### config.mk
export PLATFORM = sky130hd
export DESIGN_NAME = match_filter_ctrl_flat
export DESIGN_NICKNAME = d
export VERILOG_FILES = /design/src/rtl/match_filter_ctrl_pkg.sv /design/src/rtl/match_filter_ctrl_if.sv /design/src/rtl/match_event_ctrl.sv /design/src/rtl/match_filter_ctrl.sv /design/src/flat_wrapper.sv
export SDC_FILE = /design/constraint.sdc
export NUM_CORES = 1
export LEC_CHECK = 0
export ABC_AREA = 1
export CORE_MARGIN = 3
export CORE_UTILIZATION = 30
export CTS_CLUSTER_SIZE = 12
export DETAILED_ROUTE_END_ITERATION = 8
export SLEW_MARGIN = 20
export SYNTH_ARGS = -nofsm -noshare
export SYNTH_HDL_FRONTEND = slang
export SYNTH_HIERARCHICAL = 1
export SYNTH_SLANG_ARGS = --single-unit
### constraint.sdc
create_clock -name clk -period 3.15 [get_ports clk]
set_clock_uncertainty 0.05 [all_clocks]
set_input_delay 0.63 -clock clk [delete_from_list [all_inputs] [get_ports clk]]
set_output_delay 0.63 -clock clk [all_outputs]
set_load 0.005 [all_outputs]
### src/rtl/match_filter_ctrl_pkg.sv
`default_nettype none
// +----------------------------------------------------------------------------+
// | Module  : mfctrl_pkg                                                        |
// | Desc    : Shared types, info-word layout and command bits for the match    |
// |           filter controller.                                               |
// | Rev     : 1.0  initial release                                             |
// +----------------------------------------------------------------------------+
package mfctrl_pkg;

  typedef enum logic [1:0] {
    IDLE = 2'd0,
    DIS  = 2'd1,
    COEF = 2'd2,
    ENA  = 2'd3
  } state_t;

  localparam int LEN_MSB   = 31;
  localparam int LEN_LSB   = 24;
  localparam int VALID_BIT = 23;
  localparam int THR_MSB   = 22;
  localparam int THR_LSB   = 0;

  localparam int         NUM_COEF_WORDS = 12;
  localparam logic [7:0] MAX_LEN        = 8'd192;

  localparam int CMD_COMMIT_BIT  = 0;
  localparam int CMD_DISABLE_BIT = 1;

  function automatic logic len_ok(input logic [7:0] len);
    return (len != 8'd0) && (len <= MAX_LEN);
  endfunction

  // Rebuild the info word with the valid flag replaced.
  function automatic logic [31:0] set_valid(input logic [31:0] info, input logic v);
    return {info[LEN_MSB:LEN_LSB], v, info[THR_MSB:THR_LSB]};
  endfunction

endpackage
`default_nettype wire

### src/rtl/match_filter_ctrl_if.sv
`default_nettype none
// +----------------------------------------------------------------------------+
// | Module  : match_filter_ctrl_if                                             |
// | Desc    : Host setting bus, filter write port, match handshake and status. |
// | Rev     : 1.0  initial release                                             |
// +----------------------------------------------------------------------------+
interface match_filter_ctrl_if #(
  parameter int CNT_W = 16
);
  logic             strobe_in;
  logic [6:0]       addr_in;
  logic [31:0]      data_in;
  logic             strobe_wr;
  logic [6:0]       addr_wr;
  logic [31:0]      data_wr;
  logic             rxstrobe;
  logic             match;
  logic             ack;
  logic             busy;
  logic             loaded;
  logic             cfg_err;
  logic             match_event;
  logic [CNT_W-1:0] match_count;
  logic [CNT_W-1:0] supp_count;
  logic [31:0]      match_ts;

  modport master (
    output strobe_in, addr_in, data_in, rxstrobe, match,
    input  strobe_wr, addr_wr, data_wr, ack, busy, loaded, cfg_err,
           match_event, match_count, supp_count, match_ts
  );

  modport slave (
    input  strobe_in, addr_in, data_in, rxstrobe, match,
    output strobe_wr, addr_wr, data_wr, ack, busy, loaded, cfg_err,
           match_event, match_count, supp_count, match_ts
  );
endinterface
`default_nettype wire

### src/rtl/match_event_ctrl.sv
`default_nettype none
// +----------------------------------------------------------------------------+
// | Module  : match_event_ctrl                                                 |
// | Desc    : Match/ack handshake, post-detection holdoff and event counters.  |
// |           MFCTRL_TIMESTAMP_EN adds a sample counter latched per event.     |
// | Rev     : 1.0  initial release                                             |
// +----------------------------------------------------------------------------+
module match_event_ctrl #(
  parameter int HOLDOFF = 64,
  parameter int CNT_W   = 16
) (
  input  logic             clk,
  input  logic             reset,
  input  logic             rxstrobe,
  input  logic             match,
  input  logic             busy,
  input  logic             loaded,
  input  logic             clr_holdoff,
  output logic             ack,
  output logic             match_event,
  output logic [CNT_W-1:0] match_count,
  output logic [CNT_W-1:0] supp_count,
  output logic [31:0]      match_ts
);

  localparam int HO_W = (HOLDOFF < 1) ? 1 : $clog2(HOLDOFF + 1);

  logic             ack_q, ack_d;
  logic [1:0]       blank_q, blank_d;
  logic             event_q, event_d;
  logic [HO_W-1:0]  holdoff_q, holdoff_d;
  logic [CNT_W-1:0] match_count_q, match_count_d;
  logic [CNT_W-1:0] supp_count_q, supp_count_d;
  logic             detect, report;

  // The filter needs two cycles after ack before its match flag is trustworthy.
  assign detect = match && !ack_q && (blank_q == 2'd0);
  assign report = detect && (holdoff_q == '0) && !busy && loaded;

  always_comb begin
    ack_d         = detect;
    event_d       = report;
    blank_d       = 2'd0;
    holdoff_d     = holdoff_q;
    match_count_d = match_count_q;
    supp_count_d  = supp_count_q;

    if (ack_q)                 blank_d = 2'd2;
    else if (blank_q != 2'd0)  blank_d = blank_q - 2'd1;

    if (clr_holdoff)                        holdoff_d = '0;
    else if (report)                        holdoff_d = HO_W'(HOLDOFF);
    else if (rxstrobe && holdoff_q != '0)   holdoff_d = holdoff_q - HO_W'(1);

    if (report && match_count_q != '1)             match_count_d = match_count_q + CNT_W'(1);
    if (detect && !report && supp_count_q != '1)   supp_count_d  = supp_count_q + CNT_W'(1);
  end

  always_ff @(posedge clk) begin
    if (reset) begin
      ack_q         <= 1'b0;
      blank_q       <= 2'd0;
      event_q       <= 1'b0;
      holdoff_q     <= '0;
      match_count_q <= '0;
      supp_count_q  <= '0;
    end else begin
      ack_q         <= ack_d;
      blank_q       <= blank_d;
      event_q       <= event_d;
      holdoff_q     <= holdoff_d;
      match_count_q <= match_count_d;
      supp_count_q  <= supp_count_d;
    end
  end

  assign ack         = ack_q;
  assign match_event = event_q;
  assign match_count = match_count_q;
  assign supp_count  = supp_count_q;

`ifdef MFCTRL_TIMESTAMP_EN
  logic [31:0] ts_cnt_q, ts_cnt_d;
  logic [31:0] match_ts_q, match_ts_d;

  always_comb begin
    ts_cnt_d   = rxstrobe ? ts_cnt_q + 32'd1 : ts_cnt_q;
    match_ts_d = report ? ts_cnt_q : match_ts_q;
  end

  always_ff @(posedge clk) begin
    if (reset) begin
      ts_cnt_q   <= 32'd0;
      match_ts_q <= 32'd0;
    end else begin
      ts_cnt_q   <= ts_cnt_d;
      match_ts_q <= match_ts_d;
    end
  end

  assign match_ts = match_ts_q;
`else
  assign match_ts = 32'd0;
`endif

endmodule
`default_nettype wire

### src/rtl/match_filter_ctrl.sv
`default_nettype none
// +----------------------------------------------------------------------------+
// | Module  : match_filter_ctrl                                                |
// | Desc    : Shadowed coefficient/info store with atomic disable-load-enable  |
// |           reload of the correlator; MFCTRL_TIMESTAMP_EN enables match_ts.  |
// | Rev     : 1.0  initial release                                             |
// +----------------------------------------------------------------------------+
module match_filter_ctrl
  import mfctrl_pkg::*;
#(
  parameter int COEF_BASE   = 50,
  parameter int SHADOW_BASE = 70,
  parameter int HOLDOFF     = 64,
  parameter int CNT_W       = 16
) (
  input  logic               clk,
  input  logic               reset,
  match_filter_ctrl_if.slave bus
);

  localparam int         NSHADOW   = NUM_COEF_WORDS + 1;
  localparam logic [6:0] INFO_ADDR = 7'(COEF_BASE + NUM_COEF_WORDS);
  localparam logic [6:0] CMD_ADDR  = 7'(SHADOW_BASE + NUM_COEF_WORDS + 1);

  state_t      state_q, state_d;
  logic [3:0]  k_q, k_d;
  logic        dis_only_q, dis_only_d;
  logic [31:0] shadow_q [NSHADOW];
  logic [31:0] shadow_d [NSHADOW];
  logic        strobe_wr_q, strobe_wr_d;
  logic [6:0]  addr_wr_q, addr_wr_d;
  logic [31:0] data_wr_q, data_wr_d;
  logic        busy_q, busy_d;
  logic        loaded_q, loaded_d;
  logic        cfg_err_q, cfg_err_d;
  logic        clr_holdoff;
  logic        cmd_hit;
  logic [31:0] info_d;

  // Outgoing data comes from shadow_d so a same-cycle host write is not lost.
  always_comb begin
    shadow_d = shadow_q;
    for (int i = 0; i < NSHADOW; i++) begin
      if (bus.strobe_in && bus.addr_in == 7'(SHADOW_BASE + i)) shadow_d[i] = bus.data_in;
    end
  end

  assign info_d  = shadow_d[NUM_COEF_WORDS];
  assign cmd_hit = bus.strobe_in && (bus.addr_in == CMD_ADDR);

  always_comb begin
    state_d     = state_q;
    k_d         = k_q;
    dis_only_d  = dis_only_q;
    strobe_wr_d = 1'b0;
    addr_wr_d   = addr_wr_q;
    data_wr_d   = data_wr_q;
    busy_d      = 1'b0;
    loaded_d    = loaded_q;
    cfg_err_d   = cfg_err_q;
    clr_holdoff = 1'b0;

    case (state_q)
      IDLE: begin
        if (cmd_hit && (bus.data_in[CMD_DISABLE_BIT] ||
                        (bus.data_in[CMD_COMMIT_BIT] && len_ok(info_d[LEN_MSB:LEN_LSB])))) begin
          state_d     = DIS;
          dis_only_d  = bus.data_in[CMD_DISABLE_BIT];
          strobe_wr_d = 1'b1;
          addr_wr_d   = INFO_ADDR;
          data_wr_d   = set_valid(info_d, 1'b0);
          busy_d      = 1'b1;
          clr_holdoff = 1'b1;
        end else if (cmd_hit && bus.data_in[CMD_COMMIT_BIT]) begin
          cfg_err_d = 1'b1;
        end
      end
      DIS: begin
        loaded_d = 1'b0;
        if (dis_only_q) begin
          state_d = IDLE;
        end else begin
          state_d     = COEF;
          strobe_wr_d = 1'b1;
          addr_wr_d   = 7'(COEF_BASE);
          data_wr_d   = shadow_d[0];
          k_d         = 4'd1;
          busy_d      = 1'b1;
        end
      end
      COEF: begin
        strobe_wr_d = 1'b1;
        busy_d      = 1'b1;
        if (k_q == 4'(NUM_COEF_WORDS)) begin
          state_d   = ENA;
          addr_wr_d = INFO_ADDR;
          data_wr_d = set_valid(info_d, 1'b1);
        end else begin
          addr_wr_d = 7'(COEF_BASE) + 7'(k_q);
          data_wr_d = shadow_d[k_q];
          k_d       = k_q + 4'd1;
        end
      end
      ENA: begin
        state_d  = IDLE;
        loaded_d = 1'b1;
      end
      default: state_d = IDLE;
    endcase

    if (state_q != IDLE && cmd_hit) cfg_err_d = 1'b1;
  end

  always_ff @(posedge clk) begin
    if (reset) begin
      state_q     <= IDLE;
      k_q         <= 4'd0;
      dis_only_q  <= 1'b0;
      strobe_wr_q <= 1'b0;
      addr_wr_q   <= 7'd0;
      data_wr_q   <= 32'd0;
      busy_q      <= 1'b0;
      loaded_q    <= 1'b0;
      cfg_err_q   <= 1'b0;
      for (int i = 0; i < NSHADOW; i++) shadow_q[i] <= 32'd0;
    end else begin
      state_q     <= state_d;
      k_q         <= k_d;
      dis_only_q  <= dis_only_d;
      strobe_wr_q <= strobe_wr_d;
      addr_wr_q   <= addr_wr_d;
      data_wr_q   <= data_wr_d;
      busy_q      <= busy_d;
      loaded_q    <= loaded_d;
      cfg_err_q   <= cfg_err_d;
      shadow_q    <= shadow_d;
    end
  end

  assign bus.strobe_wr = strobe_wr_q;
  assign bus.addr_wr   = addr_wr_q;
  assign bus.data_wr   = data_wr_q;
  assign bus.busy      = busy_q;
  assign bus.loaded    = loaded_q;
  assign bus.cfg_err   = cfg_err_q;

  match_event_ctrl #(
    .HOLDOFF (HOLDOFF),
    .CNT_W   (CNT_W)
  ) u_event (
    .clk         (clk),
    .reset       (reset),
    .rxstrobe    (bus.rxstrobe),
    .match       (bus.match),
    .busy        (busy_q),
    .loaded      (loaded_q),
    .clr_holdoff (clr_holdoff),
    .ack         (bus.ack),
    .match_event (bus.match_event),
    .match_count (bus.match_count),
    .supp_count  (bus.supp_count),
    .match_ts    (bus.match_ts)
  );

endmodule
`default_nettype wire

### src/flat_wrapper.sv
// flat-port wrapper written by rule: the top's interface ports become plain ports
module match_filter_ctrl_flat import mfctrl_pkg::*;
#(
  parameter int COEF_BASE   = 50,
  parameter int SHADOW_BASE = 70,
  parameter int HOLDOFF     = 64,
  parameter int CNT_W       = 16
)
  (clk, reset, bus_strobe_in, bus_addr_in, bus_data_in, bus_rxstrobe, bus_match, bus_strobe_wr, bus_addr_wr, bus_data_wr, bus_ack, bus_busy, bus_loaded, bus_cfg_err, bus_match_event, bus_match_count, bus_supp_count, bus_match_ts);
  match_filter_ctrl_if #(.CNT_W(CNT_W)) bus_i ();
  input  logic clk;
  input  logic reset;
  input wire logic [$bits(bus_i.strobe_in)-1:0] bus_strobe_in;
  input wire logic [$bits(bus_i.addr_in)-1:0] bus_addr_in;
  input wire logic [$bits(bus_i.data_in)-1:0] bus_data_in;
  input wire logic [$bits(bus_i.rxstrobe)-1:0] bus_rxstrobe;
  input wire logic [$bits(bus_i.match)-1:0] bus_match;
  output wire logic [$bits(bus_i.strobe_wr)-1:0] bus_strobe_wr;
  output wire logic [$bits(bus_i.addr_wr)-1:0] bus_addr_wr;
  output wire logic [$bits(bus_i.data_wr)-1:0] bus_data_wr;
  output wire logic [$bits(bus_i.ack)-1:0] bus_ack;
  output wire logic [$bits(bus_i.busy)-1:0] bus_busy;
  output wire logic [$bits(bus_i.loaded)-1:0] bus_loaded;
  output wire logic [$bits(bus_i.cfg_err)-1:0] bus_cfg_err;
  output wire logic [$bits(bus_i.match_event)-1:0] bus_match_event;
  output wire logic [$bits(bus_i.match_count)-1:0] bus_match_count;
  output wire logic [$bits(bus_i.supp_count)-1:0] bus_supp_count;
  output wire logic [$bits(bus_i.match_ts)-1:0] bus_match_ts;
  assign bus_i.strobe_in = bus_strobe_in;
  assign bus_i.addr_in = bus_addr_in;
  assign bus_i.data_in = bus_data_in;
  assign bus_i.rxstrobe = bus_rxstrobe;
  assign bus_i.match = bus_match;
  assign bus_strobe_wr = bus_i.strobe_wr;
  assign bus_addr_wr = bus_i.addr_wr;
  assign bus_data_wr = bus_i.data_wr;
  assign bus_ack = bus_i.ack;
  assign bus_busy = bus_i.busy;
  assign bus_loaded = bus_i.loaded;
  assign bus_cfg_err = bus_i.cfg_err;
  assign bus_match_event = bus_i.match_event;
  assign bus_match_count = bus_i.match_count;
  assign bus_supp_count = bus_i.supp_count;
  assign bus_match_ts = bus_i.match_ts;
  match_filter_ctrl #(.COEF_BASE(COEF_BASE), .SHADOW_BASE(SHADOW_BASE), .HOLDOFF(HOLDOFF), .CNT_W(CNT_W)) u_core (.clk(clk), .reset(reset), .bus(bus_i));
endmodule
==> results_dict.tcl, run 1 <==
set metrics [dict create \
    status "finished clean" \
    num_rows 109 \
    clock_latency_ns 0.61 \
    setup-violations-final 0 \
    timing.final.ws_setup_ns 0.312 \
    syn_inst 4383 \
    die_height_um 305 \
    antenna_cells 0 \
    fin_crit_sh_pct 90.1 \
    r2r_slack_ns 0.51 \
    power_leakage_nw 16.5 \
    place_ws_ns -0.308 \
    synth_edf_count 0 \
    place_congestion 0.902 \
    r2r_end "u_core/bus.data_wr[28]" \
    period_needed_ns 2.84 \
    tightestPinTransition_ns 1.06 \
    yosys_warnings 6 \
    async_reset_ff_share_pct 0 \
    netlist.area_leader.share_pct 37.9 \
    tns_ns 0 \
    fin_util_pct 39.0 \
    vdd_drop_max_mv 0.431 \
    max_freq_mhz 352 \
    reg2regPathDepth 11 \
    first_global_vias 26160 \
    holdCritStartpoint "reset" \
    path_clk_slew_ns 0.06 \
    avgRoutedWirePerCell_um 16.4 \
    hold_viol_final 0 \
    die-area_sq_um 93000 \
    powerDensity_nw_per_um2 556 \
    critical_path_peak_fanout 15 \
    path_cells "clkdlybuf4s50_1, nand2_1, nor2_4, nand2_4, buf_4, nand2_1, nand2_1, nor2_1, nand3_1, nand2_1, nand3_1, nand2_1, nand2_2, nand2_2, buf_12, nand3_1, nor2_1, nor2_1" \
    drt_iter0_drc 2630 \
    slowest_stage "clkdlybuf4s50_1" \
    finalPower_w 0.0192 \
    coreArea_sq_um 88500 \
    drt_wl_total_um 98700 \
    drt_first_pass_iters 8 \
    drive_above_1_share_pct 13.8 \
    cp-end-kind "register" \
    start_util_pct 30.3 \
    clk_path_buf_depth 3 \
    maxCapViolations 0 \
    die_w_um 305 \
    critPathArrivalTime_ns 3.29 \
    synth-seq-area-share_pct 37.9 \
    slew_headroom_pct 29.3 \
    yosysTopAreaCell "dfxtp_1" \
    r2r-start "u_core/k_q[1]" \
    io_buffers 120 \
    overflow 0 \
    netlist_top_cells_area "dfxtp_1 (38%), nand2_1 (19%), nand3_1 (11%)" \
    ys.flop_type "dfxtp_1" \
    ys_types 39 \
    htree_levels 2 \
    worstSetupStartpointType "primary input" \
    cts_tree "done" \
    crit_top_cell "nand2_1" \
    cts_root_buf "clkbuf_16" \
    synth-seq-cells 508 \
    cts.repair.resized 0 \
    rsz0062_at_grt "no" \
    viasPerCell 4.77 \
    drc_errors 0 \
    cp.required_ns 3.60 \
    ant_nets 0 \
    min_to "u_core/shadow_q[64]" \
    cts_hold_buf 0 \
    syn2layout_area_growth_pct 28.6 \
    syn_avg_cell_area_sq_um 6.12 \
    dr_total_vias 28704 \
    holdPathStages 2 \
    dp_hpwl_um 65500 \
    final_cells 6021 \
    grt.total_usage_pct 20.6 \
    cts_setup_buffers 0 \
    clock-sinks 508 \
    finalMaxSlewViolations 0 \
    numCtsBuffers 55 \
    fill_cells 9378 \
    hold_class "primary input to register" \
    antenna_found_initial 1 \
    synth_area_sq_um 26800 \
    worstSetupPathType "primary input to register" \
    grt_first_pass_wirelength_um 152000 \
    max_stage_delay_ns 0.49 \
    io_pins 153 \
    numPlacedInstances 5923 \
    grt_max_degree 179 \
    layout.nets 4872 \
]
[cell usage in the layout, fill, tap and decap left out, types with 18 or more instances in the layout]
cell type and count:
nand2_1 1337, nand3_1 597, inv_1 555, nor2_1 551
dfxtp_1 505, buf_4 466, o21ai_0 249, clkdlybuf4s50_1 119
a21oi_1 117, clkbuf_16 58, buf_12 43, conb_1 32
o211ai_1 20, clkbuf_1 18
[where the power goes]
group          internal (W)  switching, W
clock network       0.00382       0.00275
registers           0.00671      0.000418
logic               0.00190       0.00359
[how the worst max path moves through the flow]
stage                    from                     endpoint
2_1_floorplan  bus_addr_in[2]  u_core/u_event/holdoff_q[3]
3_3_place_gp    bus_strobe_in  u_core/u_event/holdoff_q[3]
3_5_place_dp    bus_strobe_in  u_core/u_event/holdoff_q[3]
4_1_cts         bus_strobe_in  u_core/u_event/holdoff_q[3]
5_1_grt         bus_strobe_in       u_core/bus.data_wr[17]
6_report        bus_strobe_in       u_core/bus.data_wr[17]
[routing by layer]
| layer | track usage [%] | up-vias | share of wire, % | wire length (um) |
|---|---|---|---|---|
| met3 | 2.69 | 200 | 6.9 | 6840 |
| met4 | 8.19 | 2 | 3.9 | 3810 |
| met2 | 34.3 | 991 | 46 | 45400 |
| li1 | - | 14373 | - | - |
| met5 | 0 | - | 0.015 | 15 |
| met1 | 26.9 | 13138 | 43 | 42600 |
[synth_stat cells, types with 2 or more instances]
| library cell | count |
|---|---|
| a211oi_1 | 2 |
| ha_1 | 13 |
| a21oi_2 | 9 |
| buf_2 | 41 |
| nand3_1 | 600 |
| clkinv_1 | 13 |
| inv_2 | 7 |
| buf_1 | 28 |
| o21ai_0 | 249 |
| nand2_4 | 5 |
| o21ai_1 | 7 |
| dfxtp_1 | 508 |
| nand3_2 | 3 |
| nor4_1 | 2 |
| nor3_1 | 8 |
| nand3b_1 | 3 |
| xor2_1 | 12 |
| nor3b_1 | 3 |
| clkbuf_1 | 173 |
| inv_1 | 557 |
| nand2_2 | 13 |
| nand4_1 | 14 |
| or2_2 | 8 |
| xnor2_1 | 6 |
| o21bai_1 | 2 |
| nor2_2 | 11 |
| a21oi_1 | 117 |
| buf_4 | 37 |
| nor2_4 | 6 |
| buf_6 | 5 |
| nor2_1 | 554 |
| o211ai_1 | 20 |
| nand2_1 | 1340 |
| nand3_4 | 2 |
[sequential cells by signal, indices dropped and copies added, names as in the netlist, named ones only]
| name | flops |
|---|---|
| u_core/state_q | 1 |
| u_core/dis_only_q | 1 |
| u_core/shadow_q | 416 |
| u_core/bus.busy | 1 |
| u_core/bus.addr_wr | 7 |
| u_core/bus.cfg_err | 1 |
| u_core/k_q | 4 |
| u_core/bus.data_wr | 32 |
| u_core/u_event/supp_count | 16 |
| u_core/u_event/match_event | 1 |
| u_core/u_event/match_count | 16 |
| u_core/bus.loaded | 1 |
| u_core/u_event/ack | 1 |
| u_core/u_event/holdoff_q | 7 |
| u_core/u_event/blank_q | 2 |
[layout make-up]
type                    instances  area [sq um]  area share (%)
multi-input cells            3044         13300            38.6
clock inverters                 9          97.6           0.283
clock buffers                  89          1700            4.92
well taps                    1165          1460            4.23
repair buffers                629          5570            16.1
flip-flops and latches        508         10200            29.5
inverters                     577          2170            6.30
[worst max-delay path: cells and delay by family]
kind	cells	cell delay, ns
buf+inv	3	0.85
simple gates	15	1.76
[metrics by stage]
step / hold WS, ns / cell area (sq um)
5_1_grt: 0.310 / 34500
3_5_place_dp: 0.402 / 32700
3_3_place_gp: 0.398 / 32700
4_1_cts: 0.281 / 34500
2_1_floorplan: 0.388 / 26900
6_report: 0.322 / 34500
[logic make-up (layout without fill, tap and decap cells)]
group | after synthesis | count (layout) | synth area share [%]
adders and majority gates | 13 | 13 | 0.606
AOI/OAI and AO/OA | 407 | 407 | 7.95
other | 1 | 32 | 0.0140
and+or+nand+nor | 2574 | 2574 | 39.9
DFF | 508 | 508 | 37.9
xor gates and xnor gates | 18 | 18 | 0.588
buffers and inverters | 862 | 1304 | 13.0
Power figures use the tool's default switching activity.
==> inputs of run 2 (changes only) <==
==> constraint.sdc (replaced) <==
create_clock -name clk -period 2.44 [get_ports clk]
set_clock_uncertainty 0.05 [all_clocks]
set_input_delay 0.488 -clock clk [delete_from_list [all_inputs] [get_ports clk]]
set_output_delay 0.488 -clock clk [all_outputs]
set_load 0.005 [all_outputs]
==> results_dict.tcl, run 2 (synthesis results as in run 1) <==
set metrics [dict create \
    status "finished clean" \
    htree_levels 2 \
    layout.nets 5000 \
    period_needed_ns 2.27 \
    critical_path_peak_fanout 6 \
    dp_hpwl_um 64500 \
    largest_reg_flops 416 \
    avgRoutedWirePerCell_um 16.1 \
    io_pins 153 \
    tns_ns 0 \
    ant_nets 0 \
    drt_wl_total_um 99200 \
    max_stage_delay_ns 0.26 \
    viasPerCell 4.74 \
    drt_iter0_drc 2633 \
    die_w_um 305 \
    overflow 0 \
    io_buffers 120 \
    numCtsBuffers 56 \
    vdd_drop_max_mv 0.586 \
    fin_crit_sh_pct 93.2 \
    max_freq_mhz 440 \
    slowest_stage "clkdlybuf4s15_1" \
    powerDensity_nw_per_um2 706 \
    antenna_cells 0 \
    die_height_um 305 \
    switchingPower_w 0.00886 \
    power_leakage_nw 17.3 \
    syn2layout_area_growth_pct 33.7 \
    finalMaxSlewViolations 0 \
    num_rows 109 \
    coreArea_sq_um 88500 \
    clock_latency_ns 0.62 \
    drc_errors 0 \
    fill_cells 9301 \
    die-area_sq_um 93000 \
    maxCapViolations 0 \
    clock-sinks 508 \
    p_int_w 0.0165 \
    setup-violations-final 0 \
    multi_input_area_sq_um 13400 \
    cts_tree "done" \
    place_congestion 0.874 \
    seq_area_sq_um 10200 \
    hold_viol_final 0 \
    rsz0062_at_grt "no" \
    critPathArrivalTime_ns 2.77 \
    power.clock.fraction_pct 33.9 \
    dr_total_vias 29124 \
    combPwrFrac_pct 30.3 \
    antenna_found_initial 0 \
    tightestPinTransition_ns 0.797 \
    cp.required_ns 2.94 \
    hold_class "primary input to register" \
    grt.total_usage_pct 20.5 \
    path_clk_slew_ns 0.06 \
    slew_headroom_pct 46.8 \
    grt_max_degree 124 \
    path_delay_family "simple AND/OR/NAND/NOR gates" \
    cp-end-kind "register" \
    mostFrequentLayoutCells "nand2_1 (1,332), nand3_1 (594), buf_4 (568)" \
    crit_top_cell "nand2_1" \
    clk_path_buf_depth 3 \
    critPathBufInv 4 \
    worstSetupStartpointType "primary input" \
    fin_util_pct 40.5 \
    grt_first_pass_wirelength_um 153000 \
    regMostFlops "u_core/shadow_q" \
    worstSetupPathType "primary input to register" \
    start_util_pct 30.3 \
    drt_first_pass_iters 5 \
    seqPwrFrac_pct 35.8 \
    drive_above_1_share_pct 16.5 \
    path_cells "clkdlybuf4s15_1, nand3_4, nor2_8, nand2_4, buf_4, buf_4, nand2_1, nand2_1, nor2_1, nand3_1, nand2_1, nand3_2, nand2_2, nand2_4, nand2_8, nand2_8, clkbuf_16, nand2_1, nand2_1, nor2_1" \
    swShare_pct 35.0 \
    final_common_cell "nand2_1" \
    first_global_vias 26440 \
    cts_root_buf "clkbuf_16" \
]
-- run 2: cell count changes in the layout (fill, tap and decap cells not counted), moves of 8 or more --
cell,change
buf_12,+10
buf_4,+102
buf_6,+8
clkdlybuf4s50_1,-8
o21ai_0,-9
o21ai_1,+8
-- run 2: timing repair --
action / in CTS / in global routing
gates cloned: 2 / 5
resized for setup: 22 / 44
pin swaps: 12 / 15
setup buffers: 8 / 4
setup endpoints to repair: 43 / 48
hold buffers: 0 / 0
-- run 2: worst reg2reg max path: cells and delay by family (launching register included) --
family | cells | cell delay (ns)
buffers and inverters | 5 | 0.72
AND/OR/NAND/NOR | 7 | 0.82
flip-flops | 1 | 0.36
adder cells (fa/ha/maj) | 1 | 0.18
-- run 2: stage by stage --
stage / hold slack [ns] / area, sq um / setup WS (ns) / power [W] / std cells
after global routing: 0.158 / 35900 / 0.0109 / 0.0265 / 6146
after global placement: 0.404 / 33600 / -0.749 / 0.0164 / 6032
final: 0.150 / 35900 / 0.166 / 0.0253 / 6146
after floorplan: 0.388 / 26900 / 0.0250 / 0.0134 / 4414
after detailed placement: 0.411 / 33600 / -0.760 / 0.0164 / 6032
after CTS: 0.126 / 35600 / -0.000140 / 0.0252 / 6138
-- run 2: final cells by class --
type | instances | share of cell area [%]
multi-input combinational | 3044 | 37.5
sequential | 508 | 28.4
timing repair buffer | 756 | 18.9
inverter | 577 | 6.06
clock buffer | 88 | 4.80
tap | 1165 | 4.06
clock inverter | 8 | 0.262
-- run 2: power groups by stage --
stage	clock network [W]	logic (W)	registers [W]
after floorplan	0	0.00436	0.00906
after global placement	0	0.00715	0.00923
after detailed placement	0	0.00717	0.00924
after CTS	0.00874	0.00740	0.00906
after global routing	0.00904	0.00839	0.00910
final	0.00858	0.00767	0.00908
-- run 2: per-layer routing --
| layer | routed length, um | track usage [%] | vias up | part of all wire [%] |
|---|---|---|---|---|
| met4 | 3600 | 7.56 | 0 | 3.6 |
| met1 | 42400 | 26.6 | 13356 | 43 |
| met2 | 46900 | 35.1 | 948 | 47 |
| li1 | - | - | 14631 | - |
| met5 | 0 | 0 | - | 0 |
| met3 | 6390 | 2.33 | 189 | 6.4 |
-- run 2: worst paths after layout --
kind,from,to,cells after the start,slack [ns]
worst max-delay path,bus_addr_in[6],u_core/bus.data_wr[2],20,0.17
worst min-delay path,reset,u_core/bus.busy,2,0.15
worst max register to register,u_core/k_q[0],u_core/bus.data_wr[17],13,0.24
worst min register to register,u_core/bus.addr_wr[0],u_core/bus.addr_wr[0],2,0.41
